**config.mk**
```make
export PLATFORM = sky130hd
export DESIGN_NAME = snitch_icache_refill_handler_flat
export DESIGN_NICKNAME = d
export VERILOG_FILES = /design/src/rtl/snitch_icache_pkg.sv /design/src/rtl/snitch_icache_refill_handler_if.sv /design/src/rtl/snitch_icache_pending_table.sv /design/src/rtl/snitch_icache_refill_handler.sv /design/src/flat_wrapper.sv
export SDC_FILE = /design/constraint.sdc
export NUM_CORES = 1
export LEC_CHECK = 0
export ABC_CLOCK_PERIOD_IN_PS = 5200
export BUFFER_PORTS_ARGS = -buffer_cell sky130_fd_sc_hd__buf_4
export CAP_MARGIN = 10
export CORE_AREA = 4 4 247 249
export CTS_CLUSTER_SIZE = 20
export DETAILED_ROUTE_END_ITERATION = 7
export DIE_AREA = 0 0 251 253
export PLACE_DENSITY_LB_ADDON = 0.12
export SYNTH_ARGS = -nofsm -noshare
export SYNTH_HDL_FRONTEND = slang
export SYNTH_SLANG_ARGS = --single-unit
```
**constraint.sdc**
```tcl
create_clock -name clk_i -period 5.2 [get_ports clk_i]
set_input_delay 0.26 -clock clk_i [delete_from_list [all_inputs] [get_ports clk_i]]
set_output_delay 0.26 -clock clk_i [all_outputs]
set_load 0.02 [all_outputs]
```
**src/rtl/snitch_icache_pkg.sv**
```systemverilog
// Shared widths and types for the icache refill handler.
package snitch_icache_pkg;

    localparam int FETCH_AW      = 32;
    localparam int LINE_WIDTH    = 128;
    localparam int ID_WIDTH      = 4;
    localparam int SET_COUNT     = 2;
    localparam int LINE_COUNT    = 64;
    localparam int PENDING_COUNT = 4;

    localparam int SET_ALIGN   = $clog2(SET_COUNT);
    localparam int COUNT_ALIGN = $clog2(LINE_COUNT);
    localparam int PID_WIDTH   = $clog2(PENDING_COUNT);
    localparam int LINE_ALIGN  = $clog2(LINE_WIDTH / 8);
    localparam int TAG_WIDTH   = FETCH_AW - LINE_ALIGN - COUNT_ALIGN;
    localparam int LINE_AW     = FETCH_AW - LINE_ALIGN;

    typedef logic [LINE_AW-1:0] line_addr_t;

    typedef struct packed {
        line_addr_t          line_addr;
        logic [ID_WIDTH-1:0] id_mask;
        logic                valid;
    } pending_entry_t;

    typedef struct packed {
        logic [FETCH_AW-1:0]  addr;
        logic [PID_WIDTH-1:0] id;
    } refill_req_t;

    // Cache-line address of a fetch address.
    function automatic line_addr_t line_of(input logic [FETCH_AW-1:0] addr);
        return addr[FETCH_AW-1:LINE_ALIGN];
    endfunction

endpackage

```
**src/rtl/snitch_icache_refill_handler_if.sv**
```systemverilog
// Bus bundle between lookup stage, fetch ports, refill bus and lookup write port.
interface snitch_icache_refill_handler_if;
    import snitch_icache_pkg::*;

    logic                   flush_valid_i;
    logic                   flush_ready_o;

    logic [FETCH_AW-1:0]    in_addr_i;
    logic [ID_WIDTH-1:0]    in_id_i;
    logic [SET_ALIGN-1:0]   in_set_i;
    logic                   in_hit_i;
    logic [LINE_WIDTH-1:0]  in_data_i;
    logic                   in_error_i;
    logic                   in_valid_i;
    logic                   in_ready_o;

    logic [LINE_WIDTH-1:0]  rsp_data_o;
    logic                   rsp_error_o;
    logic [ID_WIDTH-1:0]    rsp_id_o;
    logic                   rsp_valid_o;
    logic                   rsp_ready_i;

    logic [FETCH_AW-1:0]    refill_qaddr_o;
    logic [PID_WIDTH-1:0]   refill_qid_o;
    logic                   refill_qvalid_o;
    logic                   refill_qready_i;

    logic [LINE_WIDTH-1:0]  refill_pdata_i;
    logic                   refill_perror_i;
    logic [PID_WIDTH-1:0]   refill_pid_i;
    logic                   refill_pvalid_i;
    logic                   refill_pready_o;

    logic [COUNT_ALIGN-1:0] write_addr_o;
    logic [SET_ALIGN-1:0]   write_set_o;
    logic [LINE_WIDTH-1:0]  write_data_o;
    logic [TAG_WIDTH-1:0]   write_tag_o;
    logic                   write_error_o;
    logic                   write_valid_o;
    logic                   write_ready_i;

    // Handler side.
    modport master (
        input  flush_valid_i, in_addr_i, in_id_i, in_set_i, in_hit_i, in_data_i,
               in_error_i, in_valid_i, rsp_ready_i, refill_qready_i, refill_pdata_i,
               refill_perror_i, refill_pid_i, refill_pvalid_i, write_ready_i,
        output flush_ready_o, in_ready_o, rsp_data_o, rsp_error_o, rsp_id_o, rsp_valid_o,
               refill_qaddr_o, refill_qid_o, refill_qvalid_o, refill_pready_o,
               write_addr_o, write_set_o, write_data_o, write_tag_o, write_error_o,
               write_valid_o
    );

    // Environment side.
    modport slave (
        output flush_valid_i, in_addr_i, in_id_i, in_set_i, in_hit_i, in_data_i,
               in_error_i, in_valid_i, rsp_ready_i, refill_qready_i, refill_pdata_i,
               refill_perror_i, refill_pid_i, refill_pvalid_i, write_ready_i,
        input  flush_ready_o, in_ready_o, rsp_data_o, rsp_error_o, rsp_id_o, rsp_valid_o,
               refill_qaddr_o, refill_qid_o, refill_qvalid_o, refill_pready_o,
               write_addr_o, write_set_o, write_data_o, write_tag_o, write_error_o,
               write_valid_o
    );

endinterface

```
**src/rtl/snitch_icache_pending_table.sv**
```systemverilog
// Pending-miss table: line match, lowest-free allocation, mask merge, free.
module snitch_icache_pending_table
    import snitch_icache_pkg::*;
(
    input  logic                 clk,
    input  logic                 rst,
    input  line_addr_t           lookup_line,
    output logic                 match,
    output logic [PID_WIDTH-1:0] match_pid,
    output logic                 avail,
    output logic [PID_WIDTH-1:0] alloc_pid,
    input  logic                 alloc_en,
    input  logic [ID_WIDTH-1:0]  alloc_mask,
    input  logic                 merge_en,
    input  logic [ID_WIDTH-1:0]  merge_mask,
    input  logic                 free_en,
    input  logic [PID_WIDTH-1:0] free_pid,
    output pending_entry_t       free_entry,
    output logic                 any_valid
);

    pending_entry_t [PENDING_COUNT-1:0] entries;
    logic [PENDING_COUNT-1:0]           live;

    // Entries being freed this cycle can neither be matched nor reused.
    always_comb begin
        live = '0;
        for (int i = 0; i < PENDING_COUNT; i++)
            live[i] = entries[i].valid && !(free_en && free_pid == PID_WIDTH'(i));
    end

    // Match search and lowest-free pick (descending loop leaves the lowest index).
    always_comb begin
        match     = 1'b0;
        match_pid = '0;
        avail     = 1'b0;
        alloc_pid = '0;
        any_valid = 1'b0;
        for (int i = PENDING_COUNT - 1; i >= 0; i--) begin
            if (live[i] && entries[i].line_addr == lookup_line) begin
                match     = 1'b1;
                match_pid = PID_WIDTH'(i);
            end
            if (!entries[i].valid) begin
                avail     = 1'b1;
                alloc_pid = PID_WIDTH'(i);
            end
            if (entries[i].valid) any_valid = 1'b1;
        end
    end

    assign free_entry = entries[free_pid];

    // Entry storage updates; free, merge and allocate never target the same entry.
    always_ff @(posedge clk) begin
        if (rst) begin
            entries <= '0;
        end else begin
            for (int i = 0; i < PENDING_COUNT; i++) begin
                if (free_en && free_pid == PID_WIDTH'(i))
                    entries[i].valid <= 1'b0;
                if (merge_en && match_pid == PID_WIDTH'(i))
                    entries[i].id_mask <= entries[i].id_mask | merge_mask;
                if (alloc_en && alloc_pid == PID_WIDTH'(i)) begin
                    entries[i].line_addr <= lookup_line;
                    entries[i].id_mask   <= alloc_mask;
                    entries[i].valid     <= 1'b1;
                end
            end
        end
    end

endmodule

```
**src/rtl/snitch_icache_refill_handler.sv**
```systemverilog
// Icache refill handler: forwards hits, coalesces misses per line, issues
// refills and writes returned lines back to the lookup stage.
// Optional: define SNITCH_ICACHE_REFILL_PERF_EN for hit/miss/coalesce counters.
module snitch_icache_refill_handler
    import snitch_icache_pkg::*;
(
    input  logic                          clk_i,
    input  logic                          rst_i,
    snitch_icache_refill_handler_if.master bus
`ifdef SNITCH_ICACHE_REFILL_PERF_EN
    ,
    output logic [31:0]                   perf_hit_o,
    output logic [31:0]                   perf_miss_o,
    output logic [31:0]                   perf_coalesce_o
`endif
);

    line_addr_t           lookup_line;
    logic                 match, avail, alloc_en, merge_en, any_valid;
    logic [PID_WIDTH-1:0] match_pid, alloc_pid;
    pending_entry_t       free_entry;
    logic                 commit, hit_fire;
    refill_req_t          req_q;
    logic                 req_valid_q;
    logic [SET_ALIGN-1:0] repl_q;
    logic                 unused_bits;

    assign lookup_line = line_of(bus.in_addr_i);
    assign unused_bits = ^{bus.in_addr_i[LINE_ALIGN-1:0], bus.in_set_i, bus.flush_valid_i};

    snitch_icache_pending_table i_table (
        .clk         (clk_i),
        .rst         (rst_i),
        .lookup_line (lookup_line),
        .match       (match),
        .match_pid   (match_pid),
        .avail       (avail),
        .alloc_pid   (alloc_pid),
        .alloc_en    (alloc_en),
        .alloc_mask  (bus.in_id_i),
        .merge_en    (merge_en),
        .merge_mask  (bus.in_id_i),
        .free_en     (commit),
        .free_pid    (bus.refill_pid_i),
        .free_entry  (free_entry),
        .any_valid   (any_valid)
    );

    // A response for a live entry needs both the write port and the fetch port;
    // a response for a dead entry (stale across reset) is simply swallowed.
    assign commit = bus.refill_pvalid_i && free_entry.valid &&
                    bus.write_ready_i && bus.rsp_ready_i;
    assign bus.refill_pready_o = bus.refill_pvalid_i &&
                                 (!free_entry.valid || (bus.write_ready_i && bus.rsp_ready_i));

    assign bus.write_addr_o  = free_entry.line_addr[COUNT_ALIGN-1:0];
    assign bus.write_tag_o   = free_entry.line_addr[LINE_AW-1:COUNT_ALIGN];
    assign bus.write_set_o   = repl_q;
    assign bus.write_data_o  = bus.refill_pdata_i;
    assign bus.write_error_o = bus.refill_perror_i;

    assign bus.refill_qvalid_o = req_valid_q;
    assign bus.refill_qaddr_o  = req_q.addr;
    assign bus.refill_qid_o    = req_q.id;
    assign bus.flush_ready_o   = !any_valid && !req_valid_q;

    // Response mux (refill beats hit) and miss merge/allocate decision.
    always_comb begin
        bus.rsp_valid_o   = 1'b0;
        bus.rsp_data_o    = bus.in_data_i;
        bus.rsp_error_o   = bus.in_error_i;
        bus.rsp_id_o      = bus.in_id_i;
        bus.in_ready_o    = 1'b0;
        bus.write_valid_o = 1'b0;
        alloc_en          = 1'b0;
        merge_en          = 1'b0;
        hit_fire          = 1'b0;
        if (commit) begin
            bus.write_valid_o = 1'b1;
            bus.rsp_valid_o   = 1'b1;
            bus.rsp_data_o    = bus.refill_pdata_i;
            bus.rsp_error_o   = bus.refill_perror_i;
            bus.rsp_id_o      = free_entry.id_mask;
        end
        if (bus.in_valid_i) begin
            if (bus.in_hit_i) begin
                if (!commit) begin
                    bus.rsp_valid_o = 1'b1;
                    bus.in_ready_o  = bus.rsp_ready_i;
                    hit_fire        = bus.rsp_ready_i;
                end
            end else if (match) begin
                merge_en       = 1'b1;
                bus.in_ready_o = 1'b1;
            end else if (avail && (!req_valid_q || bus.refill_qready_i)) begin
                alloc_en       = 1'b1;
                bus.in_ready_o = 1'b1;
            end
        end
    end

    // Refill request register and round-robin victim set.
    always_ff @(posedge clk_i) begin
        if (rst_i) begin
            req_valid_q <= 1'b0;
            req_q       <= '0;
            repl_q      <= '0;
        end else begin
            if (alloc_en) begin
                req_valid_q <= 1'b1;
                req_q.addr  <= {lookup_line, {LINE_ALIGN{1'b0}}};
                req_q.id    <= alloc_pid;
            end else if (bus.refill_qready_i) begin
                req_valid_q <= 1'b0;
            end
            if (commit)
                repl_q <= (repl_q == SET_ALIGN'(SET_COUNT - 1)) ? '0 : repl_q + SET_ALIGN'(1);
        end
    end

`ifdef SNITCH_ICACHE_REFILL_PERF_EN
    logic perf_clr;
    assign perf_clr = bus.flush_valid_i && bus.flush_ready_o;

    // Saturating event counters, cleared by an accepted flush.
    always_ff @(posedge clk_i) begin
        if (rst_i || perf_clr) begin
            perf_hit_o      <= '0;
            perf_miss_o     <= '0;
            perf_coalesce_o <= '0;
        end else begin
            if (hit_fire && perf_hit_o != '1)      perf_hit_o      <= perf_hit_o + 32'd1;
            if (alloc_en && perf_miss_o != '1)     perf_miss_o     <= perf_miss_o + 32'd1;
            if (merge_en && perf_coalesce_o != '1) perf_coalesce_o <= perf_coalesce_o + 32'd1;
        end
    end
`else
    logic unused_perf;
    assign unused_perf = hit_fire;
`endif

endmodule

```
**src/flat_wrapper.sv**
```systemverilog
// flat-port wrapper written by rule: the top's interface ports become plain ports
module snitch_icache_refill_handler_flat import snitch_icache_pkg::*;
  (clk_i, rst_i, bus_flush_valid_i, bus_in_addr_i, bus_in_id_i, bus_in_set_i, bus_in_hit_i, bus_in_data_i, bus_in_error_i, bus_in_valid_i, bus_rsp_ready_i, bus_refill_qready_i, bus_refill_pdata_i, bus_refill_perror_i, bus_refill_pid_i, bus_refill_pvalid_i, bus_write_ready_i, bus_flush_ready_o, bus_in_ready_o, bus_rsp_data_o, bus_rsp_error_o, bus_rsp_id_o, bus_rsp_valid_o, bus_refill_qaddr_o, bus_refill_qid_o, bus_refill_qvalid_o, bus_refill_pready_o, bus_write_addr_o, bus_write_set_o, bus_write_data_o, bus_write_tag_o, bus_write_error_o, bus_write_valid_o);
  snitch_icache_refill_handler_if bus_i ();
  input  logic clk_i;
  input  logic rst_i;
  input wire logic [$bits(bus_i.flush_valid_i)-1:0] bus_flush_valid_i;
  input wire logic [$bits(bus_i.in_addr_i)-1:0] bus_in_addr_i;
  input wire logic [$bits(bus_i.in_id_i)-1:0] bus_in_id_i;
  input wire logic [$bits(bus_i.in_set_i)-1:0] bus_in_set_i;
  input wire logic [$bits(bus_i.in_hit_i)-1:0] bus_in_hit_i;
  input wire logic [$bits(bus_i.in_data_i)-1:0] bus_in_data_i;
  input wire logic [$bits(bus_i.in_error_i)-1:0] bus_in_error_i;
  input wire logic [$bits(bus_i.in_valid_i)-1:0] bus_in_valid_i;
  input wire logic [$bits(bus_i.rsp_ready_i)-1:0] bus_rsp_ready_i;
  input wire logic [$bits(bus_i.refill_qready_i)-1:0] bus_refill_qready_i;
  input wire logic [$bits(bus_i.refill_pdata_i)-1:0] bus_refill_pdata_i;
  input wire logic [$bits(bus_i.refill_perror_i)-1:0] bus_refill_perror_i;
  input wire logic [$bits(bus_i.refill_pid_i)-1:0] bus_refill_pid_i;
  input wire logic [$bits(bus_i.refill_pvalid_i)-1:0] bus_refill_pvalid_i;
  input wire logic [$bits(bus_i.write_ready_i)-1:0] bus_write_ready_i;
  output wire logic [$bits(bus_i.flush_ready_o)-1:0] bus_flush_ready_o;
  output wire logic [$bits(bus_i.in_ready_o)-1:0] bus_in_ready_o;
  output wire logic [$bits(bus_i.rsp_data_o)-1:0] bus_rsp_data_o;
  output wire logic [$bits(bus_i.rsp_error_o)-1:0] bus_rsp_error_o;
  output wire logic [$bits(bus_i.rsp_id_o)-1:0] bus_rsp_id_o;
  output wire logic [$bits(bus_i.rsp_valid_o)-1:0] bus_rsp_valid_o;
  output wire logic [$bits(bus_i.refill_qaddr_o)-1:0] bus_refill_qaddr_o;
  output wire logic [$bits(bus_i.refill_qid_o)-1:0] bus_refill_qid_o;
  output wire logic [$bits(bus_i.refill_qvalid_o)-1:0] bus_refill_qvalid_o;
  output wire logic [$bits(bus_i.refill_pready_o)-1:0] bus_refill_pready_o;
  output wire logic [$bits(bus_i.write_addr_o)-1:0] bus_write_addr_o;
  output wire logic [$bits(bus_i.write_set_o)-1:0] bus_write_set_o;
  output wire logic [$bits(bus_i.write_data_o)-1:0] bus_write_data_o;
  output wire logic [$bits(bus_i.write_tag_o)-1:0] bus_write_tag_o;
  output wire logic [$bits(bus_i.write_error_o)-1:0] bus_write_error_o;
  output wire logic [$bits(bus_i.write_valid_o)-1:0] bus_write_valid_o;
  assign bus_i.flush_valid_i = bus_flush_valid_i;
  assign bus_i.in_addr_i = bus_in_addr_i;
  assign bus_i.in_id_i = bus_in_id_i;
  assign bus_i.in_set_i = bus_in_set_i;
  assign bus_i.in_hit_i = bus_in_hit_i;
  assign bus_i.in_data_i = bus_in_data_i;
  assign bus_i.in_error_i = bus_in_error_i;
  assign bus_i.in_valid_i = bus_in_valid_i;
  assign bus_i.rsp_ready_i = bus_rsp_ready_i;
  assign bus_i.refill_qready_i = bus_refill_qready_i;
  assign bus_i.refill_pdata_i = bus_refill_pdata_i;
  assign bus_i.refill_perror_i = bus_refill_perror_i;
  assign bus_i.refill_pid_i = bus_refill_pid_i;
  assign bus_i.refill_pvalid_i = bus_refill_pvalid_i;
  assign bus_i.write_ready_i = bus_write_ready_i;
  assign bus_flush_ready_o = bus_i.flush_ready_o;
  assign bus_in_ready_o = bus_i.in_ready_o;
  assign bus_rsp_data_o = bus_i.rsp_data_o;
  assign bus_rsp_error_o = bus_i.rsp_error_o;
  assign bus_rsp_id_o = bus_i.rsp_id_o;
  assign bus_rsp_valid_o = bus_i.rsp_valid_o;
  assign bus_refill_qaddr_o = bus_i.refill_qaddr_o;
  assign bus_refill_qid_o = bus_i.refill_qid_o;
  assign bus_refill_qvalid_o = bus_i.refill_qvalid_o;
  assign bus_refill_pready_o = bus_i.refill_pready_o;
  assign bus_write_addr_o = bus_i.write_addr_o;
  assign bus_write_set_o = bus_i.write_set_o;
  assign bus_write_data_o = bus_i.write_data_o;
  assign bus_write_tag_o = bus_i.write_tag_o;
  assign bus_write_error_o = bus_i.write_error_o;
  assign bus_write_valid_o = bus_i.write_valid_o;
  snitch_icache_refill_handler u_core (.clk_i(clk_i), .rst_i(rst_i), .bus(bus_i));
endmodule
```
## Word-level counts from Yosys, hierarchy flattened

Index checks and enable logic that the tools add are counted.

- Bits in registers: 164
- Bits of input ports: 306
- Output and inout bits: 331

- $add $sub $neg: 1
- $lt $le $gt $ge: 1
- Equal/unequal tests: 13
- Multiplexer cells: 55
- Bitwise gates (word level): 4
- Reduce and logical (&&, ||, !) cells: 48

Operator list:

| kind | number |
|---|---|
| 2-to-1 mux 128 bit | 1 |
| == test 28 bit | 4 |
| binary-select mux 33 bit (select 2 bit) | 1 |
| 2-to-1 mux 1 bit | 35 |
| 2-to-1 mux 33 bit | 1 |
| logical AND 1 bit | 27 |
| 2-to-1 mux 4 bit | 5 |
| 2-to-1 mux 5 bit | 4 |
| nonzero test 2 bit | 9 |
| 2-to-1 mux 2 bit | 8 |
| OR 4 bit | 4 |
| == test 2 bit, second input constant | 6 |
| logical NOT 1 bit | 7 |
| == test 2 x 1 -> 1 bit, second input constant | 3 |
| logical NOT 2 bit | 3 |
| < comparator 2 x 3 -> 1 bit, second input constant | 1 |
| logical OR 1 bit | 2 |
| adder 1 bit, second input constant | 1 |

## Depth between registers and ports, before layout

Gate-level depths: netlist of the first run.

- Depth after elaboration: 19
- Mapped depth: 10
- Mapped depth without buffers: 7

## By module

A second synthesis of the first run with hierarchy kept.

- Cell total of the unflattened synthesis: 1591
- Area total of the unflattened synthesis: 11345.9 sq um

By module, submodules not included:

| module | times used | cells each | area each (sq um) | seq. area each (sq um) |
|---|---|---|---|---|
| snitch_icache_pending_table | 1 | 879 | 7235.7 | 2642.5 |
| snitch_icache_refill_handler | 1 | 712 | 4110.2 | 640.6 |

## Worst setup path after synthesis of the first run

Ideal clock, no wire load.

- Path type: input-to-output
- Start: input port bus_refill_pid_i[0]
- End: output port bus_rsp_data_o[19]
- Arrival: 2.060 ns
- Required time: 4.940 ns
- Setup slack: 2.880 ns
- Cell stages on the path: 8
- Buffers on the path: 3
- Path through: buf_4 mux4_2 and3_1 nand2_1 buf_2 buf_1 nand2_1 nand2_1

- Cells in the longest elaborated chain, start to end: 6

Ends and longest elaborated chain:

| what | line | text |
|---|---|---|
| from (decl) | flat_wrapper.sv:19 | `input wire logic [$bits(bus_i.refill_pid_i)-1:0] bus_refill_pid_i;` |
| binary-select mux 33 bit (select 2 bit) | snitch_icache_pending_table.sv:52 | `assign free_entry = entries[free_pid];` |
| 2-to-1 mux 33 bit (implied by the code) | snitch_icache_pending_table.sv:52 |  |
| logical AND 1 bit (2 in series) | snitch_icache_refill_handler.sv:51 | `assign commit = bus.refill_pvalid_i && free_entry.valid &&` |
| logical AND 1 bit | snitch_icache_refill_handler.sv:52 | `bus.write_ready_i && bus.rsp_ready_i;` |
| 2-to-1 mux 128 bit | snitch_icache_refill_handler.sv:78 | `if (commit) begin` |
| to (decl) | flat_wrapper.sv:24 | `output wire logic [$bits(bus_i.rsp_data_o)-1:0] bus_rsp_data_o;` |

Every way passes these cells. The select of a mux whose other input is x is not followed.

## Worst setup path in the final report of the first run

- Start: register u_core.i_table.entries[124] (netlist name)
- End: output port bus_in_ready_o

- Cells in the longest elaborated chain, start to end: 9

Ends and longest elaborated chain:

| what | line | text |
|---|---|---|
| from (decl) | snitch_icache_pending_table.sv:22 | `pending_entry_t [PENDING_COUNT-1:0] entries;` |
| == test 28 bit | snitch_icache_pending_table.sv:40 | `if (live[i] && entries[i].line_addr == lookup_line) begin` |
| logical AND 1 bit | snitch_icache_pending_table.sv:40 |  |
| 2-to-1 mux 1 bit (4 in series) | snitch_icache_pending_table.sv:40 |  |
| 2-to-1 mux 1 bit | snitch_icache_refill_handler.sv:92 | `end else if (match) begin` |
| 2-to-1 mux 1 bit | snitch_icache_refill_handler.sv:86 | `if (bus.in_hit_i) begin` |
| 2-to-1 mux 1 bit | snitch_icache_refill_handler.sv:85 | `if (bus.in_valid_i) begin` |
| to (decl) | flat_wrapper.sv:23 | `output wire logic [$bits(bus_i.in_ready_o)-1:0] bus_in_ready_o;` |

Every way passes these cells.

==> flow_metrics.py, run 1 <==
metrics = {
    "placed_design": {
        "place_area_um2": 15100,
        "io_buffers": 626,
        "routabilityCongestion": 1.00,
        "dp_hpwl_mm": 68.2,
    },
    "detailed_routing": {
        "via_per_inst": 4.49,
        "dr.pass1.iters": 5,
        "wl_per_cell_um": 31.3,
        "vias": 11700,
        "ant_nets": 0,
        "drt_wl_total_mm": 81.7,
        "drc": 0,
        "first_iter_violations": 880,
    },
    "status": {
        "status": "finished, final reports clean",
    },
    "cts": {
        "clk_latency_ns": 0.43,
        "cts.sinks": 164,
        "cts-resized-gates": 0,
        "cts_setup_buffers": 0,
        "cts_buffer_depth": 2,
        "cts_buffers": 17,
        "clk_root_buffer_cell": "clkbuf_16",
        "cts_tree": "built",
        "cts-htree-levels": 4,
        "clk_pin_slew_ns": 0.07,
        "hold_buffers": 0,
    },
    "logic_synthesis": {
        "yosysTopAreaCell": "dfxtp_1",
        "synth_edf_count": 0,
        "avgSynthCellArea_um2": 7.70,
        "synth_flop_cell": "dfxtp_1",
        "synth_area_leaders": "dfxtp_1 30%, nand2_1 16%, buf_4 9.9%",
        "syn_inst": 1408,
        "yosysUniqueCellTypes": 49,
        "async_flop_share": 0,
        "post-synth-top-area-fraction": 0.303,
        "ys_warn_count": 0,
        "yosysSeqAreaShare": 0.303,
        "ys_ff_latch": 164,
        "syn_area_um2": 10800,
    },
    "global_route": {
        "grt_start_max_net_pins": 136,
        "grt_pass1_vias": 11400,
        "antenna_found_initial": 7,
        "grt-ovfl-total": 0,
        "grt_usage": 0.241,
        "grt_pass1_wl_mm": 105,
    },
    "sta": {
        "worst_pin_slew_ns": 0.906,
        "setup_viol": 0,
        "period_share": 0.744,
        "finalHoldViolCount": 0,
        "whs_ns": 0.120,
        "skew_ns": 0.0157,
        "finalSetupTns_ns": 0,
        "max_freq_ghz": 0.259,
        "slew_headroom": 0.396,
        "drv_slew": 0,
        "grt_setup_unrepaired": "false",
        "period_needed_ns": 3.87,
    },
    "floorplan": {
        "die_area_um2": 63500,
        "die_width_um": 251,
        "row_count": 89,
        "pin_count": 637,
        "initial_utilization": 0.185,
        "fp.dieH_um": 253,
        "core_um2": 58700,
    },
    "worst_setup_path": {
        "path_class": "reg2out",
        "start_kind": "register",
        "critPathCaptureType": "output pin",
        "crit_required_ns": 4.94,
        "crit_fanout": 45,
        "arrival_ns": 3.61,
    },
    "hold_path": {
        "worstHoldPathType": "in2reg",
    },
    "power_and_ir_drop": {
        "power_density_nw_per_um2": 233,
        "ir_drop_uv": 168,
        "p_leak_nw": 7.31,
    },
    "flow_run": {
        "maxCapViolCount": 0,
    },
    "cells_and_area": {
        "drive_gt1_frac": 0.411,
        "nNetsFinal": 2127,
        "final_area_um2": 15600,
        "area_growth_pct": 44.2,
    },
}
[state kept, by name, indices dropped and copies added (netlist names)]
signal                      flops
u_core.bus.refill_qaddr_o      28
u_core.bus.refill_qid_o         2
u_core.bus.refill_qvalid_o      1
u_core.bus.write_set_o          1
u_core.i_table.entries        132
[cell usage after synthesis, types with 11 or more instances]
cell type and count:
nand2_1 461, dfxtp_1 164, buf_4 143, xor2_1 85, o21ai_0 68, nand3_1 61
buf_2 51, clkbuf_1 43, a31o_2 33, mux4_2 33, nor3_1 32, nor2_1 31
mux2i_1 30, xnor2_1 28, nor4_1 24, a31o_1 23, buf_6 11, nand4_1 11
[per-layer routing]
| layer | routed length (um) | up-vias | global-route usage |
|---|---|---|---|
| met2 | 36900 | 504 | 0.383 |
| li1 | - | 5412 | - |
| met3 | 10200 | 53 | 0.130 |
| met5 | 189 | - | 0.0180 |
| met1 | 33100 | 5748 | 0.291 |
| met4 | 1350 | 8 | 0.0436 |
[path summary, 6_finish.rpt]
check,startpoint,to,slack (ns),cells past startpoint
max,u_core.i_table.entries[124]$_SDFFE_PP0P_,bus_in_ready_o,1.33,8
min,bus_in_id_i[3],u_core.i_table.entries[4]$_SDFFE_PP0P_,0.12,3
max reg2reg,u_core.i_table.entries[124]$_SDFFE_PP0P_,u_core.i_table.entries[32]$_SDFFE_PP0P_,1.98,7
min reg2reg,u_core.bus.refill_qaddr_o[27]$_SDFFE_PP0P_,u_core.bus.refill_qaddr_o[27]$_SDFFE_PP0P_,0.46,2
[kinds of logic after synthesis]
logic type	Yosys count	share of synthesized area
AOI/OAI and AO/OA	159	0.102
xor gates and xnor gates	113	0.0912
buffers and inverters	256	0.152
DFF	164	0.303
muxes	67	0.100
other	1	0.000346
and+or+nand+nor	648	0.252
[through the flow]
stage | util | std cells | setup WS (ns) | power, mW
floorplan | - | 1411 | 2.88 | 1.83
global placement | 0.257 | 2575 | 1.79 | 2.41
detailed placement | 0.257 | 2575 | 1.74 | 2.41
CTS | 0.266 | 2607 | 1.34 | 3.68
global route | 0.266 | 2607 | 1.26 | 3.77
finish | 0.267 | 2610 | 1.33 | 3.64
[power breakdown]
part / switching (mW) / internal, mW / total, mW
combinational: 0.655 / 0.414 / 1.07
sequential: 0.0243 / 1.29 / 1.31
clock: 0.583 / 0.681 / 1.26
[placed cells by master, fill, tap and decap left out, types with 11 or more instances in the layout]
| master | instances |
|---|---|
| a31o_1 | 23 |
| a31o_2 | 33 |
| buf_4 | 641 |
| clkbuf_16 | 17 |
| dfxtp_1 | 164 |
| mux2i_1 | 30 |
| mux4_2 | 33 |
| nand2_1 | 460 |
| nand3_1 | 61 |
| nand4_1 | 11 |
| nor2_1 | 31 |
| nor3_1 | 32 |
| nor4_1 | 24 |
| o21ai_0 | 68 |
| xnor2_1 | 28 |
| xor2_1 | 85 |
[worst max-delay path: stages, from the launching register on]
cell and delay [ns]:
dfxtp_1 0.33, xnor2_1 0.44, nand4_1 0.23, nor4_1 0.64
o2bb2a_1 0.34, nand2b_1 0.16, buf_4 0.56, o311a_1 0.28
buf_4 0.18
[cell type report]
cell class | instances | area, um2
Inverter | 4 | 20.0
Tap cell | 773 | 967
Clock buffer | 19 | 443
Multi-Input combinational cell | 991 | 5940
Sequential cell | 164 | 3280
Antenna cell | 3 | 7.51
Fill cell | 6476 | 43000
Clock inverter | 13 | 126
Timing Repair Buffer | 643 | 4850
(Power assumes the default switching activity.)
==> run 2: changes to the inputs <==
--- a/config.mk
+++ b/config.mk
@@ -5,13 +5,13 @@
 export SDC_FILE = /design/constraint.sdc
 export NUM_CORES = 1
 export LEC_CHECK = 0
-export ABC_CLOCK_PERIOD_IN_PS = 5200
+export ABC_CLOCK_PERIOD_IN_PS = 3460
 export BUFFER_PORTS_ARGS = -buffer_cell sky130_fd_sc_hd__buf_4
 export CAP_MARGIN = 10
-export CORE_AREA = 4 4 247 249
+export CORE_AREA = 4 4 244 246
 export CTS_CLUSTER_SIZE = 20
 export DETAILED_ROUTE_END_ITERATION = 7
-export DIE_AREA = 0 0 251 253
+export DIE_AREA = 0 0 248 250
 export PLACE_DENSITY_LB_ADDON = 0.12
 export SYNTH_ARGS = -nofsm -noshare
 export SYNTH_HDL_FRONTEND = slang
==> constraint.sdc (replaced) <==
create_clock -name clk_i -period 3.46 [get_ports clk_i]
set_input_delay 0.173 -clock clk_i [delete_from_list [all_inputs] [get_ports clk_i]]
set_output_delay 0.173 -clock clk_i [all_outputs]
set_load 0.02 [all_outputs]
==> run 2 against run 1 <==
  * Final cell count rose by 0.27%
  * First-iteration DRC count up 14%
  * Critical endpoint unchanged
  * Sequential power is 50% higher
  * Critical path depth grew 1
  * Clock-buffer cell count down 1
  * Clock skew hardly changed
  * Global-route usage is 1.5 points higher
  * Flip-flop and latch count unchanged
==> flow_metrics.py, run 2 (synthesized netlist as in run 1, its figures left out) <==
metrics = {
    "worst_setup_path": {
        "start_kind": "register",
        "path_class": "reg2out",
        "ff2ff_setup_slack_ns": 0.54,
        "cp_slowest_cell": "xnor2_1",
        "arrival_ns": 3.10,
        "timing.rr.end": "u_core.i_table.entries[5]$_SDFFE_PP0P_",
        "critPathCaptureType": "output pin",
        "critical_path.cell_chain": "xnor2_1 > nand4_1 > nor4_2 > buf_4 > o2bb2a_1 > nand2b_1 > buf_4 > o311a_1 > buf_4",
        "crit_required_ns": 3.29,
        "reg2reg_depth": 9,
        "reg2reg_from": "u_core.i_table.entries[124]$_SDFFE_PP0P_",
        "crit_fanout": 6,
        "cp_common_cell": "buf_4",
        "slowest_delay_ns": 0.43,
    },
    "status": {
        "status": "finished, final reports clean",
    },
    "sta": {
        "skew_ns": 0.0159,
        "finalHoldViolCount": 0,
        "slew_headroom": 0.538,
        "period_share": 0.945,
        "max_freq_ghz": 0.306,
        "worst_pin_slew_ns": 0.693,
        "grt_setup_unrepaired": "false",
        "setup_viol": 0,
        "period_needed_ns": 3.27,
        "finalSetupTns_ns": 0,
        "drv_slew": 0,
    },
    "detailed_routing": {
        "first_iter_violations": 1005,
        "ant_nets": 0,
        "dr.pass1.iters": 5,
        "via_per_inst": 4.43,
        "drc": 0,
        "vias": 11600,
        "wl_per_cell_um": 32.0,
        "drt_wl_total_mm": 83.8,
    },
    "global_route": {
        "grt_usage": 0.256,
        "grt_pass1_vias": 11200,
        "grt-ovfl-total": 0,
        "antenna_found_initial": 6,
        "grt_start_max_net_pins": 60,
        "grt_pass1_wl_mm": 106,
    },
    "cts": {
        "clk_latency_ns": 0.44,
        "hold_buffers": 0,
        "cts.sinks": 164,
        "clk_root_buffer_cell": "clkbuf_16",
        "cts_tree": "built",
        "cts-htree-levels": 4,
        "clk_pin_slew_ns": 0.07,
        "cts_buffer_depth": 2,
        "cts_buffers": 17,
    },
    "power_and_ir_drop": {
        "p_leak_nw": 7.40,
        "ir_drop_uv": 328,
        "power_density_nw_per_um2": 345,
        "power_mw": 5.44,
    },
    "floorplan": {
        "pin_count": 637,
        "core_um2": 57400,
        "die_area_um2": 62000,
        "fp.dieH_um": 250,
        "die_width_um": 248,
        "initial_utilization": 0.189,
        "row_count": 88,
    },
    "hold_path": {
        "worstHoldPathType": "in2reg",
        "min_from": "bus_in_id_i[0]",
        "min_to": "u_core.i_table.entries[1]$_SDFFE_PP0P_",
        "hold_depth": 3,
    },
    "cells_and_area": {
        "nFillCells": 6335,
        "drive_gt1_frac": 0.417,
        "largest_reg_flops": 132,
        "top_register": "u_core.i_table.entries",
        "area_growth_pct": 45.6,
        "fin_util": 0.275,
        "layout_commonest_cell": "buf_4",
        "final_cell_mix": "655 x buf_4, 460 x nand2_1, 164 x dfxtp_1",
        "nNetsFinal": 2145,
        "fin_cells": 2617,
        "final_area_um2": 15800,
    },
    "placed_design": {
        "io_buffers": 626,
        "dp_cells": 2585,
        "place_area_um2": 15200,
        "routabilityCongestion": 1.01,
        "dp_hpwl_mm": 71.2,
    },
    "flow_run": {
        "maxCapViolCount": 0,
    },
}
-- run 2: cell count changes in the layout (fill, tap and decap cells not counted) --
cell | before | now
inv_6 | 3 | 5
clkinv_2 | 2 | 0
diode_2 | 3 | 1
inv_8 | 1 | 2
or2_1 | 0 | 1
or2_2 | 2 | 1
clkbuf_8 | 1 | 0
bufinv_16 | 1 | 0
buf_4 | 641 | 655
buf_12 | 2 | 6
nor4_2 | 0 | 1
nor4_1 | 24 | 23
-- run 2: repair_timing --
action / in CTS / in global routing
endpoints found under the hold margin: 0 / 0
gates resized for setup: 0 / 1
setup endpoints to repair: 0 / 1
buffers inserted: 0 / 0
-- run 2: worst max path at each step --
stage	startpoint	cells past startpoint	to	slack, ns
after CTS	u_core.i_table.entries[124]$_SDFFE_PP0P_	9	bus_in_ready_o	0.1
final	u_core.i_table.entries[124]$_SDFFE_PP0P_	9	bus_in_ready_o	0.19
after global placement	u_core.i_table.entries[124]$_SDFFE_PP0P_	9	u_core.i_table.entries[9]$_SDFFE_PP0P_	0.50
after detailed placement	u_core.i_table.entries[124]$_SDFFE_PP0P_	9	u_core.i_table.entries[11]$_SDFFE_PP0P_	0.50
after floorplan	u_core.bus.refill_qvalid_o$_SDFFE_PP0P_	9	u_core.i_table.entries[130]$_SDFFE_PP0P_	1.22
after global routing	u_core.i_table.entries[124]$_SDFFE_PP0P_	9	bus_in_ready_o	0.04
-- run 2: layout make-up --
class | count | area [um2] | share of cell area
diodes | 1 | 2.50 | 0.000158
repair buffers | 661 | 5040 | 0.319
clock buffers | 18 | 429 | 0.0272
multi-input cells | 991 | 5950 | 0.377
inverters | 4 | 20.0 | 0.00127
clock inverters | 13 | 115 | 0.00729
well taps | 765 | 957 | 0.0606
flip-flops and latches | 164 | 3280 | 0.208
-- run 2: routing by layer --
metal,share of wire,global-route usage,vias up
li1,-,-,5439
met1,0.42,0.333,5632
met2,0.44,0.395,476
met3,0.11,0.112,50
met4,0.020,0.0472,6
met5,0.00048,0,-
-- run 2: per-stage QoR --
step                      hold WS (ns)  setup WS [ns]
after CTS                      0.00806         0.0984
after floorplan                  0.342           1.22
after detailed placement         0.449          0.496
after global routing            0.0176         0.0430
after global placement           0.447          0.497
final                           0.0260          0.191
-- run 2: power breakdown --
group | internal, mW | switching [mW] | total (mW)
Combinational | 0.634 | 0.990 | 1.62
Clock | 0.940 | 0.911 | 1.85
Sequential | 1.93 | 0.0363 | 1.97
Total | 3.51 | 1.94 | 5.44
-- run 2: worst max-delay path: cells and delay by family, from the launching register on --
family	cells	cell delay (ns)
compound gates	2	0.39
simple gates	3	0.91
flops	1	0.34
buf+inv	3	0.58
xor+xnor	1	0.43
